<file path="src/rtl/iomem_rgb_pwm.sv">
// PicoSoC iomem-mapped 8-bit RGB PWM generator feeding SB_RGBA_DRV.
// Duty writes land in a shadow register and reach the outputs at the next period wrap.
module iomem_rgb_pwm #(
  parameter logic [7:0]  BASE_ADDR  = 8'h03,
  parameter logic [23:0] DUTY_RESET = 24'h000000
) (
  input  logic        clk,
  input  logic        resetn,
  input  logic        iomem_valid,
  output logic        iomem_ready,
  input  logic [3:0]  iomem_wstrb,
  input  logic [31:0] iomem_addr,
  input  logic [31:0] iomem_wdata,
  output logic [31:0] iomem_rdata,
  output logic        pwm_r,
  output logic        pwm_g,
  output logic        pwm_b,
  output logic        period_irq
);

  logic        en, inv, pend;
  logic [15:0] presc, presc_cnt, pcount;
  logic [7:0]  phase;
  logic [23:0] shadow, active;
  logic        wrap_p0;

  logic        sel, wr_ctrl, wr_duty, tick, wrap;
  logic [1:0]  idx;
  logic [23:0] shadow_nxt;
  logic [31:0] rd_mux;

  logic unused_bits;
  assign unused_bits = ^{iomem_addr[23:4], iomem_addr[1:0], iomem_wdata[31:24], iomem_wdata[15:2]};

  assign sel     = iomem_valid && !iomem_ready && (iomem_addr[31:24] == BASE_ADDR);
  assign idx     = iomem_addr[3:2];
  assign wr_ctrl = sel && (|iomem_wstrb) && (idx == 2'd0);
  assign wr_duty = sel && (|iomem_wstrb) && (idx == 2'd1);
  assign tick    = en && (presc_cnt == presc);
  assign wrap    = tick && (phase == 8'hFF);

  always_comb begin
    shadow_nxt = shadow;
    if (iomem_wstrb[0]) shadow_nxt[7:0]   = iomem_wdata[7:0];
    if (iomem_wstrb[1]) shadow_nxt[15:8]  = iomem_wdata[15:8];
    if (iomem_wstrb[2]) shadow_nxt[23:16] = iomem_wdata[23:16];
  end

  always_comb begin
    rd_mux = 32'h0;
    case (idx)
      2'd0:    rd_mux = {presc, 14'h0, inv, en};
      2'd1:    rd_mux = {8'h0, shadow};
      2'd2:    rd_mux = {15'h0, pend, pcount};
      default: rd_mux = 32'h0;
    endcase
  end

  // Bus stage: ready and read data register one cycle after select
  always_ff @(posedge clk or negedge resetn) begin
    if (!resetn) begin
      iomem_ready <= 1'b0;
      iomem_rdata <= 32'h0;
      en          <= 1'b0;
      inv         <= 1'b0;
      presc       <= 16'h0;
      shadow      <= DUTY_RESET;
    end else begin
      iomem_ready <= sel;
      if (sel) iomem_rdata <= rd_mux;
      if (wr_ctrl) begin
        if (iomem_wstrb[0]) {inv, en}    <= iomem_wdata[1:0];
        if (iomem_wstrb[2]) presc[7:0]   <= iomem_wdata[23:16];
        if (iomem_wstrb[3]) presc[15:8]  <= iomem_wdata[31:24];
      end
      if (wr_duty) shadow <= shadow_nxt;
    end
  end

  // Timebase stage: prescaler, phase, period wrap and double-buffered duty
  always_ff @(posedge clk or negedge resetn) begin
    if (!resetn) begin
      presc_cnt <= 16'h0;
      phase     <= 8'h0;
      pcount    <= 16'h0;
      pend      <= 1'b0;
      active    <= DUTY_RESET;
    end else if (!en) begin
      presc_cnt <= 16'h0;
      phase     <= 8'h0;
      pend      <= 1'b0;
      active    <= shadow;
    end else begin
      // A PRESC lowered below presc_cnt lets the count run on through 16'hFFFF
      presc_cnt <= tick ? 16'h0 : presc_cnt + 16'd1;
      if (tick) phase <= phase + 8'd1;
      if (wrap) begin
        pcount <= pcount + 16'd1;
        if (pend) active <= shadow;
      end
      // A duty write coinciding with the wrap keeps PEND set for the next period
      if (wr_duty)   pend <= 1'b1;
      else if (wrap) pend <= 1'b0;
    end
  end

  // Output stage: irq is delayed one extra cycle to line up with the phase-0 outputs
  always_ff @(posedge clk or negedge resetn) begin
    if (!resetn) begin
      pwm_r      <= 1'b0;
      pwm_g      <= 1'b0;
      pwm_b      <= 1'b0;
      wrap_p0    <= 1'b0;
      period_irq <= 1'b0;
    end else begin
      pwm_r      <= en & ((phase < active[7:0])   ^ inv);
      pwm_g      <= en & ((phase < active[15:8])  ^ inv);
      pwm_b      <= en & ((phase < active[23:16]) ^ inv);
      wrap_p0    <= wrap;
      period_irq <= wrap_p0;
    end
  end

endmodule

</file>
<file path="config.mk">
export PLATFORM = sky130hd
export DESIGN_NAME = iomem_rgb_pwm
export DESIGN_NICKNAME = d
export VERILOG_FILES = /design/src/rtl/iomem_rgb_pwm.sv
export SDC_FILE = /design/constraint.sdc
export NUM_CORES = 1
export LEC_CHECK = 0
export ABC_CLOCK_PERIOD_IN_PS = 2100
export CAP_MARGIN = 20
export CORE_UTILIZATION = 30
export CTS_BUF_LIST = sky130_fd_sc_hd__clkbuf_2
export CTS_CLUSTER_DIAMETER = 150
export CTS_CLUSTER_SIZE = 20
export DETAILED_ROUTE_END_ITERATION = 6
export PLACE_DENSITY = 0.62
export SYNTH_ARGS = -nofsm -noshare
export SYNTH_HDL_FRONTEND = slang
export SYNTH_SLANG_ARGS = --single-unit
</file>
<file path="constraint.sdc">
create_clock -name clk -period 2.1 [get_ports clk]
set_clock_uncertainty 0.15 [all_clocks]
set_input_delay 0.42 -clock clk [delete_from_list [all_inputs] [get_ports clk]]
set_output_delay 0.42 -clock clk [all_outputs]
set_load 0.03 [all_outputs]
</file>
Word-level counts from Yosys, hierarchy flattened
Index checks and enable logic that the tools add are counted.
Widths: inputs -> output; s select.

operators by class
  add/subtract/negate cells = 3
  order comparisons = 3
  equality and inequality tests = 9
  multiplexer cells = 11
  bitwise logic cells = 6
  reduce and logical (&&, ||, !) cells = 18

operator list
  operator               number
  $pmux 32 s3            1
  $mux 24                3
  $add 16x1->16 const B  2
  $mux 16                2
  $lt 8x8->1             3
  $eq 16x16->1           1
  $mux 8                 2
  $reduce_and 2->1       8
  $add 8x1->8 const B    1
  $eq 8x2->1 const B     1
  $eq 8x8->1 const B     1
  $logic_and 1x1->1      7
  $ne 2x1->1 const B     3
  $reduce_or 4->1        1
  $and 1x1->1            3
  $mux 1                 3
  $ne 3x1->1 const B     1
  $xor 1x1->1            3
  $eq 2x1->1 const B     1
  $eq 2x2->1 const B     1
  $logic_not 2->1        1
  $logic_not 1->1        1

word-level totals
  bits in registers = 145
  output and inout bits = 37
  logic and storage cells = 69

Logic depth before layout (Yosys ltp)
  word-level depth = 7
  depth in mapped cells = 7
  depth with buffers taken out = 7

Worst setup path before layout
No wires, ideal clock.

  path kind = input to register
  start = input iomem_addr[27]
  end = register shadow[20]
  library setup time = 128 ps
  arrival time = 2,078 ps
  setup slack = -256 ps
  stages = 5
  path through = or4_1 -> or4_4 -> nor2b_4 -> nand2_2 -> mux2_1

on the way
  longest elaborated chain between the ends = 5

RTL lines
  what                               line  text
  start: declaration                 12    input logic [31:0] iomem_addr,
  $eq 8x2->1                         35    assign sel = iomem_valid && !iomem_ready && (iomem_addr[31:24] == BASE_ADDR);
  $logic_and 1x1->1                  35
  $logic_and 1x1->1 (2 in a row)     38    assign wr_duty = sel && (|iomem_wstrb) && (idx == 2'd1);
  $reduce_and 2->1 (no source line)  -
  end signal: assignment             76    if (wr_duty) shadow <= shadow_nxt;
  end: declaration                   24    logic [23:0] shadow, active;

Every way passes these cells.
A chain may end at the register's enable or synchronous reset.

Worst setup path in the final report
  start = register presc[6]
  end = register phase[7]

on the way
  longest elaborated chain between the ends = 3

RTL lines
  what                         line  text
  start: declaration           22    logic [15:0] presc, presc_cnt, pcount;
  start signal: assignment     73    if (iomem_wstrb[2]) presc[7:0] <= iomem_wdata[23:16];
  $eq 16x16->1                 39    assign tick = en && (presc_cnt == presc);
  $logic_and 1x1->1            39
  $ne 2x1->1 (no source line)  -
  end signal: assignment       96    if (tick) phase <= phase + 8'd1;
  end: declaration             23    logic [7:0] phase;

Every way passes these cells.

==> flow_summary.toml <==
[cts]
clk_latency_ns = 0.72
clkTransAtPathRegs_ns = 0.20
clock_tree.root_cell = "clkbuf_2"
cts_sinks = 145
cts_made_buffers = 17
h-tree-depth = 4
clk_path_buf_depth = 2
cts_tree = "yes"

[place]
io_buffer_count = 85
gp_congestion = 0.8226
dpl.hpwl_um = 12380
dp_slack_ns = -0.8569
dpl_cell_area_um2 = 8579

[die]
die_w_um = 152.3
fp.coreArea_um2 = 21960
io_pins = 108
start_util_pct = 30.85
fp-row-count = 54
die_h_um = 152.3
fp.dieArea_um2 = 23180

[synthesis]
async_reset_ff_share_pct = 100.0
synth_top_cell_area_share_pct = 53.56
yosys_warnings = 0
ys_top_cells_by_area = "dfrtp_1, mux2_2, ha_1"
ys.flop_type = "dfrtp_1"
synth_nets = 694
yosys_register_bits = 145
synthDistinctLibCells = 45
synth_edf_count = 0
synth_area_per_cell_um2 = 11.31
synth_area_um2 = 6774
syn_inst = 599
synth_top_area_cell = "dfrtp_1"
seq_area_frac_synth_pct = 53.56

[timing]
slew_headroom_pct = 67.28
slew_violations = 0
finalHoldViolCount = 0
worst_pin_slew_ns = 0.4897
rsz0062_at_grt = "true"
fmaxAchievable_mhz = 445.3
finalCritPeriodShare_pct = 106.9
setup_viol = 77
setup_slack_ns = -0.1458
fin_crit_ns = 2.246

[worst_setup_path]
crit_path_start = "presc[6]"
arrival_ns = 2.75
rrSetupSlack_ns = -0.15
r2r_start = "presc[6]"
worstSetupStartpointType = "flop"
end_kind = "flop"
reg2regPathDepth = 7
r2r_end = "phase[7]"
required_ns = 2.61
crit_type = "reg -> reg"
critical_path.endpoint = "phase[7]"
critPathMaxFanout = 6

[finish]
stdcell_area_um2 = 9075
postLayoutCoreUtil_pct = 41.33
syn_to_final_growth_pct = 33.97
nets = 863
drive_above_1_share_pct = 33.72

[power_and_ir_drop]
pwr_density_cell_nw_per_um2 = 526.4
p_leak_nw = 4.335
ir_drop_mv = 0.2947

[routing]
via_per_inst = 4.697
avgRoutedWirePerCell_um = 16.10
wl_um = 17080
drtAntennaViolNets = 0
vias = 4983
firstDrtPassIters = 7
dr.first_iter.drc_count = 237
route.detailed.drc = 3

[global_routing]
grt_first_pass_wirelength_um = 27700
grt_use_total_pct = 15.46
busiest_layer = "met2"
use_met1_pct = 20.53
grt_pass1_vias = 5124
grtUsageMet3_pct = 3.413
gr-usage-met2_pct = 25.04
antenna_found_initial = 1
grt_max_degree = 66
gr-total-overflow = 0

[min_path]
min_path_type = "in -> async"

[flow_run]
cap_violations = 0

[status]
status = "complete, but fails checks"
violations = "design-rule violations, negative setup slack"
[placed cells by master (no fill, tap or decap), types with 4 or more instances in the layout]
master / synthesis / layout
buf_12: 0 / 7
nand2_4: 0 / 5
xnor2_1: 14 / 14
o31ai_1: 11 / 9
nand4_1: 11 / 11
nand2_1: 53 / 51
a22oi_1: 14 / 14
inv_1: 34 / 34
or4_1: 6 / 4
nor4_4: 0 / 8
buf_4: 0 / 70
a21oi_1: 15 / 11
a21oi_2: 0 / 4
buf_6: 0 / 7
o21ai_0: 36 / 34
nand3_1: 11 / 11
ha_1: 24 / 21
clkdlybuf4s15_2: 0 / 4
clkdlybuf4s50_1: 0 / 47
clkinv_1: 0 / 4
nor2_1: 35 / 34
xor2_1: 32 / 32
clkbuf_2: 1 / 20
buf_2: 3 / 31
mux2i_1: 11 / 11
nor3_1: 6 / 4
dfrtp_1: 145 / 144
mux2_2: 65 / 64
[critical path, cell delays in order, from the launching register on]
cell and delay [ns]:
dfrtp_1 0.43, xor2_1 0.17, nor4_2 0.32, nand4_1 0.16, buf_6 0.17, buf_12 0.13
or4_4 0.50, a21oi_2 0.15
[metrics by stage]
step | power, mW | TNS, ns | hold slack [ns] | cells
final | 4.777 | -5.592 | 0.09914 | 1061
after global routing | 5.003 | -9.236 | 0.007384 | 1061
after CTS | 4.858 | -3.304 | 0.03277 | 1050
after detailed placement | 3.176 | -64.06 | 0.1855 | 1014
after global placement | 3.174 | -60.31 | 0.1853 | 1014
after floorplan | 2.941 | -13.95 | -0.02559 | 599
[timing repair]
action	4_1_cts	5_1_grt
gates resized for setup	134	97
pin swaps	23	13
endpoints found under the setup margin	105	151
hold buffers	2	0
hold endpoints to repair	145	0
cloned	1	1
setup buffers	3	10
[per-layer routing]
metal	wire length (um)	part of all wire (%)	vias to the layer above
met5	0	0	-
met4	209	1.2	0
met3	604	3.5	16
met2	8220	48	94
met1	8050	47	2433
li1	-	-	2440
[synth_stat cells (2+ instances only)]
master	number
mux2i_1	11
o31ai_1	11
a21oi_1	15
nand3_1	11
clkbuf_1	15
nor2b_1	3
nor2_1	35
a211oi_1	3
nand2_2	5
ha_1	24
a2111o_1	3
nand2_1	53
mux2_1	2
xnor2_1	14
a22oi_1	14
nor4_1	13
dfrtp_1	145
inv_1	34
nor3_1	6
a21boi_0	3
nand4_1	11
nor3b_1	3
nand2b_1	3
xor2_1	32
mux2_2	65
buf_2	3
nand3b_1	3
and3_1	2
or4_1	6
o21ai_0	36
[worst min-delay path by stage]
stage | start | end
final | resetn | presc_cnt[7]
after global routing | resetn | presc[0]
after CTS | resetn | pcount[6]
after detailed placement | wrap_p0 | period_irq
after global placement | wrap_p0 | period_irq
after floorplan | resetn | active[0]
[cell families (layout without fill, tap and decap cells)]
| group | Yosys count | count (layout) | share of synthesized area, % |
|---|---|---|---|
| AOI/OAI and AO/OA | 88 | 88 | 7.998 |
| xor gates and xnor gates | 46 | 46 | 5.948 |
| DFF | 145 | 145 | 53.56 |
| muxes | 78 | 78 | 12.76 |
| and+or+nand+nor | 163 | 163 | 12.17 |
| other | 0 | 1 | 0 |
| adders and majority gates | 24 | 24 | 4.433 |
| buffers and inverters | 55 | 236 | 3.121 |
[where the power goes]
| group | switching, mW | internal [mW] |
|---|---|---|
| Combinational | 0.183 | 0.165 |
| Sequential | 0.00866 | 2.81 |
| Clock | 0.971 | 0.644 |
[flip-flops by register name, indices dropped and copies added (netlist names), 8 cells and up]
name         count
shadow          24
active          24
presc           16
iomem_rdata     32
pcount          16
presc_cnt       16
phase            8
[cell type report]
class / instances / area [um^2]
antenna: 1 / 2.502
inverter: 35 / 131.4
sequential: 145 / 3630
multi-input combinational: 399 / 3266
fill: 2078 / 12880
tap: 280 / 350.3
clock inverter: 13 / 145.1
clock buffer: 18 / 90.09
timing repair buffer: 170 / 1460
(Power assumes the default switching activity.)
